$ cat src/rtl/multi_func_gen_pkg.sv
// rtl/multi_func_gen_pkg.sv - waveform mode codes and sample mapping for multi_func_gen
// Mapping is written for widths up to 32 bits; callers truncate to OUT_W.
package mfg_pkg;

  localparam logic [2:0] MODE_SAW_UP   = 3'd0;
  localparam logic [2:0] MODE_SAW_DOWN = 3'd1;
  localparam logic [2:0] MODE_TRIANGLE = 3'd2;
  localparam logic [2:0] MODE_SQUARE   = 3'd3;
  localparam logic [2:0] MODE_PULSE25  = 3'd4;
  localparam logic [2:0] MODE_STAIR    = 3'd5;
  localparam logic [2:0] MODE_MID      = 3'd6;
  localparam logic [2:0] MODE_ZERO     = 3'd7;

  function automatic int ch_w(input int n);
    return (n > 1) ? $clog2(n) : 1;
  endfunction

  function automatic logic [31:0] wave_map(input logic [2:0] mode,
                                           input logic [31:0] p,
                                           input int unsigned w);
    logic [31:0] mask;
    logic [31:0] msb_sh;
    logic [31:0] dbl;
    wave_map = '0;
    mask     = (w >= 32) ? '1 : ((32'd1 << w) - 32'd1);
    msb_sh   = p >> (w - 1);
    dbl      = (p << 1) & mask;
    case (mode)
      MODE_SAW_UP:   wave_map = p & mask;
      MODE_SAW_DOWN: wave_map = ~p & mask;
      MODE_TRIANGLE: wave_map = msb_sh[0] ? (~dbl & mask) : dbl;
      MODE_SQUARE:   wave_map = msb_sh[0] ? mask : '0;
      MODE_PULSE25:  wave_map = (((p >> (w - 2)) & 32'd3) == 32'd0) ? mask : '0;
      MODE_STAIR:    wave_map = p & mask & ~32'd3;
      MODE_MID:      wave_map = 32'd1 << (w - 1);
      default:       wave_map = '0;
    endcase
  endfunction

endpackage

$ cat src/rtl/multi_func_gen_if.sv
// rtl/multi_func_gen_if.sv - configuration write port and per-channel outputs of multi_func_gen
interface multi_func_gen_if #(
  parameter int CHANNELS = 3,
  parameter int DIV_W    = 8,
  parameter int OUT_W    = 8
) ();
  localparam int CH_W = mfg_pkg::ch_w(CHANNELS);

  logic                      cfg_we;
  logic [CH_W-1:0]           cfg_ch;
  logic [DIV_W-1:0]          cfg_pl;
  logic [2:0]                cfg_mode;
  logic                      cfg_en;
  logic [CHANNELS-1:0]       tick;
  logic [CHANNELS*OUT_W-1:0] out;

  modport master (output cfg_we, cfg_ch, cfg_pl, cfg_mode, cfg_en,
                  input  tick, out);
  modport slave  (input  cfg_we, cfg_ch, cfg_pl, cfg_mode, cfg_en,
                  output tick, out);
endinterface

$ cat src/rtl/mfg_channel.sv
// rtl/mfg_channel.sv - one channel: loadable divider, toggle, phase counter, waveform register
// MFG_WRAP_UPDATE_EN defers config writes to the phase wrap through a shadow register.
module mfg_channel
  import mfg_pkg::*;
#(
  parameter int DIV_W = 8,
  parameter int OUT_W = 8
) (
  input  logic             clk,
  input  logic             rst,
  input  logic             i_wr,
  input  logic [DIV_W-1:0] i_pl,
  input  logic [2:0]       i_mode,
  input  logic             i_en,
  output logic             o_tick,
  output logic [OUT_W-1:0] o_out
);

  logic [DIV_W-1:0] r_pl;
  logic [2:0]       r_mode;
  logic             r_en;
  logic [DIV_W-1:0] r_div_cnt;
  logic             r_tgl;
  logic [OUT_W-1:0] r_phase;
  logic [OUT_W-1:0] r_out;
  logic             r_tick;

  logic             w_tc;
  logic             w_step;
  logic             w_load;
  logic [DIV_W-1:0] w_ld_pl;
  logic [2:0]       w_ld_mode;
  logic             w_ld_en;
  logic [OUT_W-1:0] w_wave;

  assign w_tc   = r_en & (&r_div_cnt);
  assign w_step = w_tc & r_tgl;
  assign w_wave = OUT_W'(wave_map(r_mode, 32'(r_phase), OUT_W));

`ifdef MFG_WRAP_UPDATE_EN
  logic [DIV_W-1:0] r_sh_pl;
  logic [2:0]       r_sh_mode;
  logic             r_sh_en;
  logic             r_pend;

  // Commit on the step that wraps phase, or straight away when idle.
  assign w_load    = r_pend & ((w_step & (&r_phase)) | ~r_en);
  assign w_ld_pl   = r_sh_pl;
  assign w_ld_mode = r_sh_mode;
  assign w_ld_en   = r_sh_en;

  always_ff @(posedge clk or negedge rst) begin
    if (!rst) begin
      r_sh_pl   <= '0;
      r_sh_mode <= '0;
      r_sh_en   <= 1'b0;
      r_pend    <= 1'b0;
    end else if (i_wr) begin
      r_sh_pl   <= i_pl;
      r_sh_mode <= i_mode;
      r_sh_en   <= i_en;
      r_pend    <= 1'b1;
    end else if (w_load) begin
      r_pend    <= 1'b0;
    end
  end
`else
  assign w_load    = i_wr;
  assign w_ld_pl   = i_pl;
  assign w_ld_mode = i_mode;
  assign w_ld_en   = i_en;
`endif

  always_ff @(posedge clk or negedge rst) begin
    if (!rst) begin
      r_pl      <= '0;
      r_mode    <= '0;
      r_en      <= 1'b0;
      r_div_cnt <= '0;
      r_tgl     <= 1'b0;
      r_phase   <= '0;
      r_out     <= '0;
      r_tick    <= 1'b0;
    end else begin
      if (w_load) begin
        r_pl      <= w_ld_pl;
        r_mode    <= w_ld_mode;
        r_en      <= w_ld_en;
        r_div_cnt <= w_ld_pl;
        r_tgl     <= 1'b0;
      end else if (r_en) begin
        r_div_cnt <= w_tc ? r_pl : r_div_cnt + 1'b1;
        if (w_tc) begin
          r_tgl <= ~r_tgl;
        end
      end
      // A reload never swallows the phase advance of the same cycle.
      if (w_step) begin
        r_phase <= r_phase + 1'b1;
      end
      r_tick <= w_step;
      if (r_en) begin
        r_out <= w_wave;
      end
    end
  end

  assign o_tick = r_tick;
  assign o_out  = r_out;

endmodule

$ cat src/rtl/multi_func_gen.sv
// rtl/multi_func_gen.sv - N-channel function generator top: write decode and channel array
// Optional MFG_WRAP_UPDATE_EN makes configuration writes take effect at the phase wrap.
module multi_func_gen
  import mfg_pkg::*;
#(
  parameter int CHANNELS = 3,
  parameter int DIV_W    = 8,
  parameter int OUT_W    = 8
) (
  input logic             clk,
  input logic             rst,
  multi_func_gen_if.slave bus
);

  localparam int CH_W = ch_w(CHANNELS);

  logic [CHANNELS-1:0]       w_tick;
  logic [CHANNELS*OUT_W-1:0] w_out;

  // Channel numbers at or above CHANNELS match no instance, so such writes drop.
  for (genvar c = 0; c < CHANNELS; c++) begin : g_ch
    logic w_wr;
    assign w_wr = bus.cfg_we && (bus.cfg_ch == CH_W'(c));

    mfg_channel #(
      .DIV_W (DIV_W),
      .OUT_W (OUT_W)
    ) u_ch (
      .clk    (clk),
      .rst    (rst),
      .i_wr   (w_wr),
      .i_pl   (bus.cfg_pl),
      .i_mode (bus.cfg_mode),
      .i_en   (bus.cfg_en),
      .o_tick (w_tick[c]),
      .o_out  (w_out[c*OUT_W +: OUT_W])
    );
  end

  assign bus.tick = w_tick;
  assign bus.out  = w_out;

endmodule

$ cat src/flat_wrapper.sv
// flat-port wrapper written by rule: the top's interface ports become plain ports
module multi_func_gen_flat import mfg_pkg::*;
#(
  parameter int CHANNELS = 3,
  parameter int DIV_W    = 8,
  parameter int OUT_W    = 8
)
  (clk, rst, bus_cfg_we, bus_cfg_ch, bus_cfg_pl, bus_cfg_mode, bus_cfg_en, bus_tick, bus_out);
  multi_func_gen_if #(.CHANNELS(CHANNELS), .DIV_W(DIV_W), .OUT_W(OUT_W)) bus_i ();
  input logic clk;
  input logic rst;
  input wire logic [$bits(bus_i.cfg_we)-1:0] bus_cfg_we;
  input wire logic [$bits(bus_i.cfg_ch)-1:0] bus_cfg_ch;
  input wire logic [$bits(bus_i.cfg_pl)-1:0] bus_cfg_pl;
  input wire logic [$bits(bus_i.cfg_mode)-1:0] bus_cfg_mode;
  input wire logic [$bits(bus_i.cfg_en)-1:0] bus_cfg_en;
  output wire logic [$bits(bus_i.tick)-1:0] bus_tick;
  output wire logic [$bits(bus_i.out)-1:0] bus_out;
  assign bus_i.cfg_we = bus_cfg_we;
  assign bus_i.cfg_ch = bus_cfg_ch;
  assign bus_i.cfg_pl = bus_cfg_pl;
  assign bus_i.cfg_mode = bus_cfg_mode;
  assign bus_i.cfg_en = bus_cfg_en;
  assign bus_tick = bus_i.tick;
  assign bus_out = bus_i.out;
  multi_func_gen #(.CHANNELS(CHANNELS), .DIV_W(DIV_W), .OUT_W(OUT_W)) u_core (.clk(clk), .rst(rst), .bus(bus_i));
endmodule
$ cat config.mk
export PLATFORM = sky130hd
export DESIGN_NAME = multi_func_gen_flat
export DESIGN_NICKNAME = d
export VERILOG_FILES = /design/src/rtl/multi_func_gen_pkg.sv /design/src/rtl/multi_func_gen_if.sv /design/src/rtl/mfg_channel.sv /design/src/rtl/multi_func_gen.sv /design/src/flat_wrapper.sv
export SDC_FILE = /design/constraint.sdc
export NUM_CORES = 1
export LEC_CHECK = 0
export BUFFER_PORTS_ARGS = -buffer_cell sky130_fd_sc_hd__buf_2
export CAP_MARGIN = 0
export CORE_MARGIN = 10
export CORE_UTILIZATION = 60
export DETAILED_ROUTE_END_ITERATION = 10
export GPL_TIMING_DRIVEN = 0
export HOLD_SLACK_MARGIN = 0.15
export MAX_ROUTING_LAYER = met4
export PLACE_DENSITY = 0.82
export SETUP_SLACK_MARGIN = 0.15
export SLEW_MARGIN = 10
export SYNTH_ARGS = -nofsm -noshare
export SYNTH_HDL_FRONTEND = slang
export SYNTH_HIERARCHICAL = 1
export SYNTH_SLANG_ARGS = --single-unit
$ cat constraint.sdc
create_clock -name clk -period 3.6 [get_ports clk]
set_input_delay 0.72 -clock clk [delete_from_list [all_inputs] [get_ports clk]]
set_output_delay 0.72 -clock clk [all_outputs]
set_load 0.005 [all_outputs]
== Word-level counts from Yosys, hierarchy flattened ==
Cells that the tools add are included.
W data, S select, Z words.

* Add/sub/neg operators: 6
* Eq/ne operators: 20
* Mux-type cells: 30
* Bitwise gates (word level): 15
* Reduce and logical (&&, ||, !) cells: 22

{| class="wikitable"
|+ Operators with widths
! operator !! count
|-
| $pmux W8 S7 || 3
|-
| $mux W8 || 18
|-
| $logic_not A32 Y1 || 3
|-
| $add A8 B1 Y8 const B || 6
|-
| $not A8 Y8 || 6
|-
| $eq A3 B3 Y1 const B || 9
|-
| $reduce_and A8 Y1 || 3
|-
| $eq A3 B2 Y1 const B || 6
|-
| $reduce_bool A2 Y1 || 6
|-
| $eq A3 B1 Y1 const B || 3
|-
| $logic_not A3 Y1 || 3
|-
| $mux W1 || 9
|-
| $and A1 B1 Y1 || 6
|-
| $reduce_and A2 Y1 || 3
|-
| $logic_and A1 B1 Y1 || 3
|-
| $not A1 Y1 || 3
|-
| $eq A2 B1 Y1 const B || 1
|-
| $eq A2 B2 Y1 const B || 1
|-
| $logic_not A2 Y1 || 1
|}

* Register bits: 114
* Input bits: 17
* Output and inout bits: 27

== Longest topological paths before layout ==
Gate-level depths: netlist of run 1.

* Word-level depth: 5
* Mapped depth: 7

== By module ==
The synthesis of run 1 kept the hierarchy.

{| class="wikitable"
|+ By module, submodules not included
! module !! times used !! cells each !! area an instance (um^2) !! seq. area each (um^2)
|-
| mfg_channel (u_core.g_ch[1].u_ch ...) || 2 || 190 || 2019.4 || 950.9
|-
| mfg_channel (u_core.g_ch[0].u_ch) || 1 || 218 || 2153.3 || 950.9
|-
| multi_func_gen || 1 || 3 || 30.0 || 0.0
|}

== Worst setup path after synthesis of run 1 ==
OpenSTA, ideal clock, no wires.

* Kind: input-to-reg
* Start point: input port bus_cfg_ch[0]
* End point: register u_core.g_ch[0].u_ch.r_pl[3]
* Setup time: 0.125 ns
* Arrival: 1.714 ns
* Path slack: 1.761 ns
* Cell stages on the path: 4
* Cell sequence: nor3b_2 > buf_2 > buf_1 > mux2_2

* Longest elaborated chain between the ends: 2

{| class="wikitable"
|+ RTL lines
! item !! RTL line !! source
|-
| start, declared || flat_wrapper.sv:13 || <nowiki>input wire logic [$bits(bus_i.cfg_ch)-1:0] bus_cfg_ch;</nowiki>
|-
| $logic_not A2 Y1 || multi_func_gen.sv:23 || <nowiki>assign w_wr = bus.cfg_we && (bus.cfg_ch == CH_W'(c));</nowiki>
|-
| $logic_and A1 B1 Y1 || multi_func_gen.sv:23 ||
|-
| end signal, assigned || mfg_channel.sv:86 || <nowiki>r_pl <= w_ld_pl;</nowiki>
|-
| end, declared || mfg_channel.sv:19 || <nowiki>logic [DIV_W-1:0] r_pl;</nowiki>
|}

Every way passes these cells.
A chain may end at the register's enable or synchronous reset.

== Worst setup path in the final report of run 1 ==
* Start point: register u_core.g_ch[2].u_ch.r_phase[6]
* End point: register u_core.g_ch[2].u_ch.r_out[3]

* Longest elaborated chain between the ends: 3

{| class="wikitable"
|+ RTL lines
! item !! RTL line !! source
|-
| start, declared || mfg_channel.sv:24 || <nowiki>logic [OUT_W-1:0] r_phase;</nowiki>
|-
| start signal, assigned || mfg_channel.sv:99 || <nowiki>r_phase <= r_phase + 1'b1;</nowiki>
|-
| $logic_not A32 Y1 || multi_func_gen_pkg.sv:33 || <nowiki>MODE_PULSE25: wave_map = (((p >> (w - 2)) & 32'd3) == 32'd0) ? mask : '0;</nowiki>
|-
| $mux W8 || multi_func_gen_pkg.sv:33 ||
|-
| $pmux W8 S7 || multi_func_gen_pkg.sv:28 || <nowiki>case (mode)</nowiki>
|-
| end signal, assigned || mfg_channel.sv:103 || <nowiki>r_out <= w_wave;</nowiki>
|-
| end, declared || mfg_channel.sv:25 || <nowiki>logic [OUT_W-1:0] r_out;</nowiki>
|}

Every way passes these cells.

==> results.yml, run 1 <==
global_routing:
  grt_pass1_vias: 5125
  track_usage_pct: 20.82
  antenna_found_initial: 0
  grt_pass1_wl_um: 24570
  grt_max_degree: 77
  grt_overflow_total: 0
sta:
  worstMarginPinSlew_ps: 521.0
  setup_viol: 0
  skew_ps: 7.638
  maxSlewViolCount: 0
  tns_ps: 0
  rsz0062_at_grt: "false"
  min_period_ps: 1839
  slew-limit-headroom_pct: 65.11
  clock.fmax_mhz: 543.9
  hold_viol_final: 0
  setup_ws_ps: 1761
  min_period_over_period_pct: 51.07
  timing.hold.ws_ps: 488.8
synthesis:
  syn_nets: 627
  ys_ff_latch: 114
  synth_edf_count: 0
  syn_area_per_cell_um2: 10.35
  synthArstFlopShare_pct: 100.0
  synthCells: 601
  synth_area_leaders: "dfrtp_1, xnor2_1, mux2_2"
  synth.distinct_cells: 58
  yosysTopAreaCellShare_pct: 45.85
  synth_area_leader_cell: "dfrtp_1"
  synthFlopType: "dfrtp_1"
  yosysSeqAreaShare_pct: 45.85
  syn-cell-area_um2: 6222
  ys_warn_count: 6
cts:
  clk_latency_ps: 520
  clk_pin_slew_ps: 60
  h-tree-depth: 4
  cts_sinks: 114
  clock_path_buffers: 2
  postCtsSetupBuffers: 0
  cts_tree: "done"
  cts_buffers: 17
  root_buffer: "clkbuf_8"
critical_path:
  crit_family: "compound AO/OA/AOI/OAI gates"
  start_kind: "flop"
  required_ps: 4010
  crit_chain: "inv_1, ha_1, nor4bb_1, a31oi_1, o221ai_1, a21o_1"
  arrival_ps: 2250
  slowest_delay_ps: 450
  critPathMaxFanout: 5
  slowest_stage: "dfrtp_1"
  end_kind: "flop"
  timing_worst_setup_path_type: "reg -> reg"
  worst-path-buf-inv: 1
pwr:
  ir_drop_mv: 0.4507
  power_density_nw_per_um2: 629.2
  power.static_leakage_nw: 3.257
floorplanning:
  die_x_um: 121.8
  core_area_um2: 10230
  dieArea_um2: 14840
  core.rowCount: 37
  initial_utilization_pct: 60.82
  fp.dieH_um: 121.8
  num_io_pins: 44
cells_and_area:
  finalNonFillerCells: 814
  final_area_um2: 7278
  diodes: 0
  layout-drive-gt1-share_pct: 20.94
  area_delta_synth_final_pct: 16.97
  final_cell_mix: "dfrtp_1, buf_2, xnor2_1"
  layout_commonest_cell: "dfrtp_1"
  nNetsFinal: 691
place:
  placed_cells: 781
  placed_area_um2: 6641
  pre_cts_slack_ps: 1379
  place.gp.congestion: 0.9749
  io_buffer_count: 43
  hpwl_um: 9641
routing:
  routed_wl_um: 14260
  vias: 4934
  drt.antenna.violating_nets: 0
  detail_route.first_pass.iterations: 5
  drt_iter0_markers: 467
  drc: 0
  via_per_inst: 6.061
  avgRoutedWirePerCell_um: 17.52
outcome:
  outcome: "finished, final reports clean"
worst_hold_path:
  hold_class: "in -> reg"
run:
  cap_violations: 0
==> flip-flops by register name, summed over array words and instances (netlist names) <==
register,flops
u_core/g_ch.u_ch/r_phase,24
u_core/g_ch.u_ch/r_en,3
u_core/g_ch.u_ch/r_pl,24
u_core/g_ch.u_ch/o_tick,3
u_core/g_ch.u_ch/r_tgl,3
u_core/g_ch.u_ch/r_mode,9
u_core/g_ch.u_ch/r_div_cnt,24
u_core/g_ch.u_ch/o_out,24
==> cell families (layout without fill, tap and decap cells) <==
logic type	after synthesis	after routing	share of synthesized area, %
compound gates	158	158	17.45
xor+xnor	62	62	8.848
fa+ha+maj	9	9	1.810
buf+inv	65	142	4.987
flops	114	114	45.85
mux	37	37	6.535
simple gates	156	156	14.52
==> stage by stage <==
stage | total power [mW] | util, %
floorplan | 2.460 | -
global placement | 2.754 | 64.58
detailed placement | 2.815 | 64.91
CTS | 4.600 | 71.14
global route | 4.823 | 71.14
finish | 4.579 | 71.14
==> synthesized netlist by cell type (3+ instances only) <==
library cell,instances
o22a_1,7
a211oi_1,6
nand2b_1,9
a21o_1,10
and3_1,11
a22o_1,10
nor2_1,18
xnor2_1,44
o221ai_1,15
ha_1,9
a21oi_1,20
inv_1,24
o21ai_0,32
clkinv_1,3
o21a_1,3
a22oi_1,18
nand2_1,40
xor2_1,17
buf_4,3
and4_4,3
dfrtp_1,114
o21ai_1,7
nor3_2,4
o211ai_1,3
mux2i_1,8
and3b_1,4
buf_2,17
nor2b_1,6
buf_6,3
mux2_2,28
nand4_1,13
a211o_1,4
nand3_1,16
nand3b_1,3
and4_1,6
clkbuf_1,13
a31oi_1,9
nor3_1,12
==> layout make-up <==
type	count	area [um^2]
multi-input combinational	422	3059
fill	730	2953
sequential	114	2853
clock buffer	20	445.4
timing repair buffer	45	259.0
buffer	38	209.0
clock inverter	12	181.4
tap	136	170.2
inverter	27	101.3
==> worst paths after layout <==
| path | startpoint | endpoint | slack [ps] | cells after the start |
|---|---|---|---|---|
| max | u_core/g_ch[2].u_ch/r_phase[6] | u_core/g_ch[2].u_ch/o_out[3] | 1760 | 6 |
| min reg2reg | u_core/g_ch[2].u_ch/o_out[1] | u_core/g_ch[2].u_ch/o_out[1] | 500 | 1 |
| min | bus_cfg_en | u_core/g_ch[1].u_ch/r_en | 490 | 3 |
| max reg2reg | u_core/g_ch[2].u_ch/r_phase[6] | u_core/g_ch[2].u_ch/o_out[3] | 1760 | 6 |
| max in group asynchronous | rst | u_core/g_ch[2].u_ch/r_mode[0] | 2230 | 3 |
| min in group asynchronous | rst | u_core/g_ch[0].u_ch/r_pl[5] | 680 | 2 |
==> worst register-to-register path: stages, from the launching register on <==
cell      delay, ps
dfrtp_1         450
inv_1            70
ha_1            240
nor4bb_1        160
a31oi_1         350
o221ai_1        230
a21o_1          230
==> power breakdown <==
| group | total [mW] | internal (mW) | switching, mW | leakage [nW] |
|---|---|---|---|---|
| Sequential | 1.79 | 1.55 | 0.238 | 1.45 |
| Combinational | 1.04 | 0.485 | 0.551 | 1.51 |
| Clock | 1.75 | 1.16 | 0.592 | 0.293 |
| Total | 4.58 | 3.20 | 1.38 | 3.26 |
==> timing repair <==
item / in CTS / in global routing
hold buffers: 1 / 0
resized for setup: 0 / 0
hold endpoints to repair: 38 / 0
==> routing by layer <==
metal | share of wire (%) | global-route usage [%] | vias to the layer above
met4 | 2.2 | 8.122 | 0
li1 | - | - | 2322
met1 | 43 | 24.96 | 2425
met2 | 50 | 33.68 | 148
met3 | 4.8 | 4.394 | 39
met5 | 0 | - | -
(Power assumes the default switching activity.)
==> inputs of run 2 (changes only) <==
==> constraint.sdc (replaced) <==
create_clock -name clk -period 1.72 [get_ports clk]
set_input_delay 0.344 -clock clk [delete_from_list [all_inputs] [get_ports clk]]
set_output_delay 0.344 -clock clk [all_outputs]
set_load 0.005 [all_outputs]
==> run 2 against run 1 <==
  * Via count up 5.8%
  * Routed wire length up 9.3%
  * Utilization up 4.3 points
  * Global-route usage up 0.54 points
  * Fmax up 8.4%
  * Clock power up 110%
  * Die area unchanged
  * Sequential share of layout area down 2.2 points
  * Clock skew about the same
  * Worst hold slack worse by 330 ps
  * Final cell count up 4.1%
  * Largest cell class unchanged
==> results.yml, run 2 (synthesis gave the netlist of run 1 again) <==
place:
  io_buffer_count: 43
  place.gp.congestion: 0.9749
  pre_cts_slack_ps: -124.7
  hpwl_um: 9641
cts:
  cts_sinks: 114
  clock_path_buffers: 2
  clk_pin_slew_ps: 60
  cts_tree: "done"
  h-tree-depth: 4
  cts_buffers: 17
  clk_latency_ps: 530
  root_buffer: "clkbuf_8"
floorplanning:
  fp.dieH_um: 121.8
  dieArea_um2: 14840
  initial_utilization_pct: 60.82
  die_x_um: 121.8
  core.rowCount: 37
  num_io_pins: 44
  core_area_um2: 10230
sta:
  min_period_over_period_pct: 98.60
  hold_viol_final: 0
  worstMarginPinSlew_ps: 507.1
  maxSlewViolCount: 0
  setup_ws_ps: 24.06
  rsz0062_at_grt: "true"
  tns_ps: 0
  min_period_ps: 1696
  setup_viol: 0
  skew_ps: 7.804
  clock.fmax_mhz: 589.6
  slew-limit-headroom_pct: 66.19
cells_and_area:
  area_delta_synth_final_pct: 23.99
  layout-drive-gt1-share_pct: 27.14
  layout_commonest_cell: "dfrtp_1"
  fill_cells: 643
  regArea_um2: 2856
  diodes: 0
  final_cell_mix: "dfrtp_1, buf_2, xnor2_1"
  multi_input_area_um2: 3221
  nNetsFinal: 724
  utilization_pct: 75.41
critical_path:
  start_kind: "flop"
  critPathMaxFanout: 5
  end_kind: "flop"
  required_ps: 2140
  timing_worst_setup_path_type: "reg -> reg"
  arrival_ps: 2120
global_routing:
  grt_max_degree: 77
  grt_pass1_vias: 5234
  grt_pass1_wl_um: 25160
  track_usage_pct: 21.36
  grt_overflow_total: 0
  antenna_found_initial: 0
pwr:
  power.static_leakage_nw: 3.446
  ir_drop_mv: 0.9547
  power_density_nw_per_um2: 1293
routing:
  drt_iter0_markers: 563
  drt.antenna.violating_nets: 0
  avgRoutedWirePerCell_um: 18.40
  routed_wl_um: 15590
  detail_route.first_pass.iterations: 5
  drc: 0
  via_per_inst: 6.164
  vias: 5221
run:
  cap_violations: 0
outcome:
  outcome: "finished, final reports clean"
worst_hold_path:
  hold_class: "in -> reg"
-- run 2: cell types whose count changed in the layout (fill, tap and decap cells not counted), sizes merged --
| cell | before | now |
|---|---|---|
| clkbuf | 33 | 34 |
| buf | 69 | 95 |
| clkinvlp | 4 | 6 |
| clkinv | 7 | 5 |
| dlygate4sd3 | 1 | 7 |
-- run 2: power breakdown --
group	internal (mW)	switching [mW]
Clock	2.43	1.26
Combinational	1.23	1.29
Sequential	3.25	0.517
-- run 2: path summary, 6_finish.rpt --
kind	startpoint	to	slack, ps	cells after the start
worst max register to register	u_core/g_ch[1].u_ch/r_phase[7]	u_core/g_ch[1].u_ch/o_out[6]	20	7
worst min register to register	u_core/g_ch[2].u_ch/o_out[1]	u_core/g_ch[2].u_ch/o_out[1]	500	1
worst min-delay path	bus_cfg_pl[1]	u_core/g_ch[1].u_ch/r_pl[1]	160	2
max in group asynchronous	rst	u_core/g_ch[1].u_ch/r_div_cnt[0]	730	3
worst max-delay path	u_core/g_ch[1].u_ch/r_phase[7]	u_core/g_ch[1].u_ch/o_out[6]	20	7
min in group asynchronous	rst	u_core/g_ch[0].u_ch/o_tick	300	2
-- run 2: cell type report --
class	count	area share [%]
tap	136	2.206
inverter	27	1.411
clock buffer	20	5.774
buffer	38	2.789
timing repair buffer	78	6.698
clock inverter	12	2.352
multi-input combinational	422	41.75
sequential	114	37.03
-- run 2: metrics by stage --
stage	cell area [um^2]	total power [mW]	hold WS, ps	instances
final	7715	9.976	155.3	847
after detailed placement	6641	5.892	279.2	781
after CTS	7460	9.788	161.2	830
after floorplan	6222	5.148	48.41	601
after global routing	7715	10.47	155.7	847
after global placement	6608	5.764	486.0	780
-- run 2: per-layer routing --
metal	global-route usage [%]	share of wire (%)	vias up
met5	-	0	-
met4	8.644	2.6	0
met3	4.672	5.9	49
met2	34.93	51	227
met1	25.06	41	2561
li1	-	-	2384
-- run 2: repair_timing --
action                                 in CTS  in global routing
hold buffers                                7                  0
setup buffers                              10                 15
setup endpoints to repair                  35                 43
pin swaps                                   1                 15
cloned                                      0                  2
resized for setup                          11                 30
endpoints found under the hold margin      58                  0
-- run 2: worst max-delay path: stages, from the launching register on --
cell and delay, ps:
dfrtp_1 400, inv_2 80, ha_4 170, nor4bb_4 160, a31oi_1 270, buf_4 220
o221ai_1 120, a21o_1 180
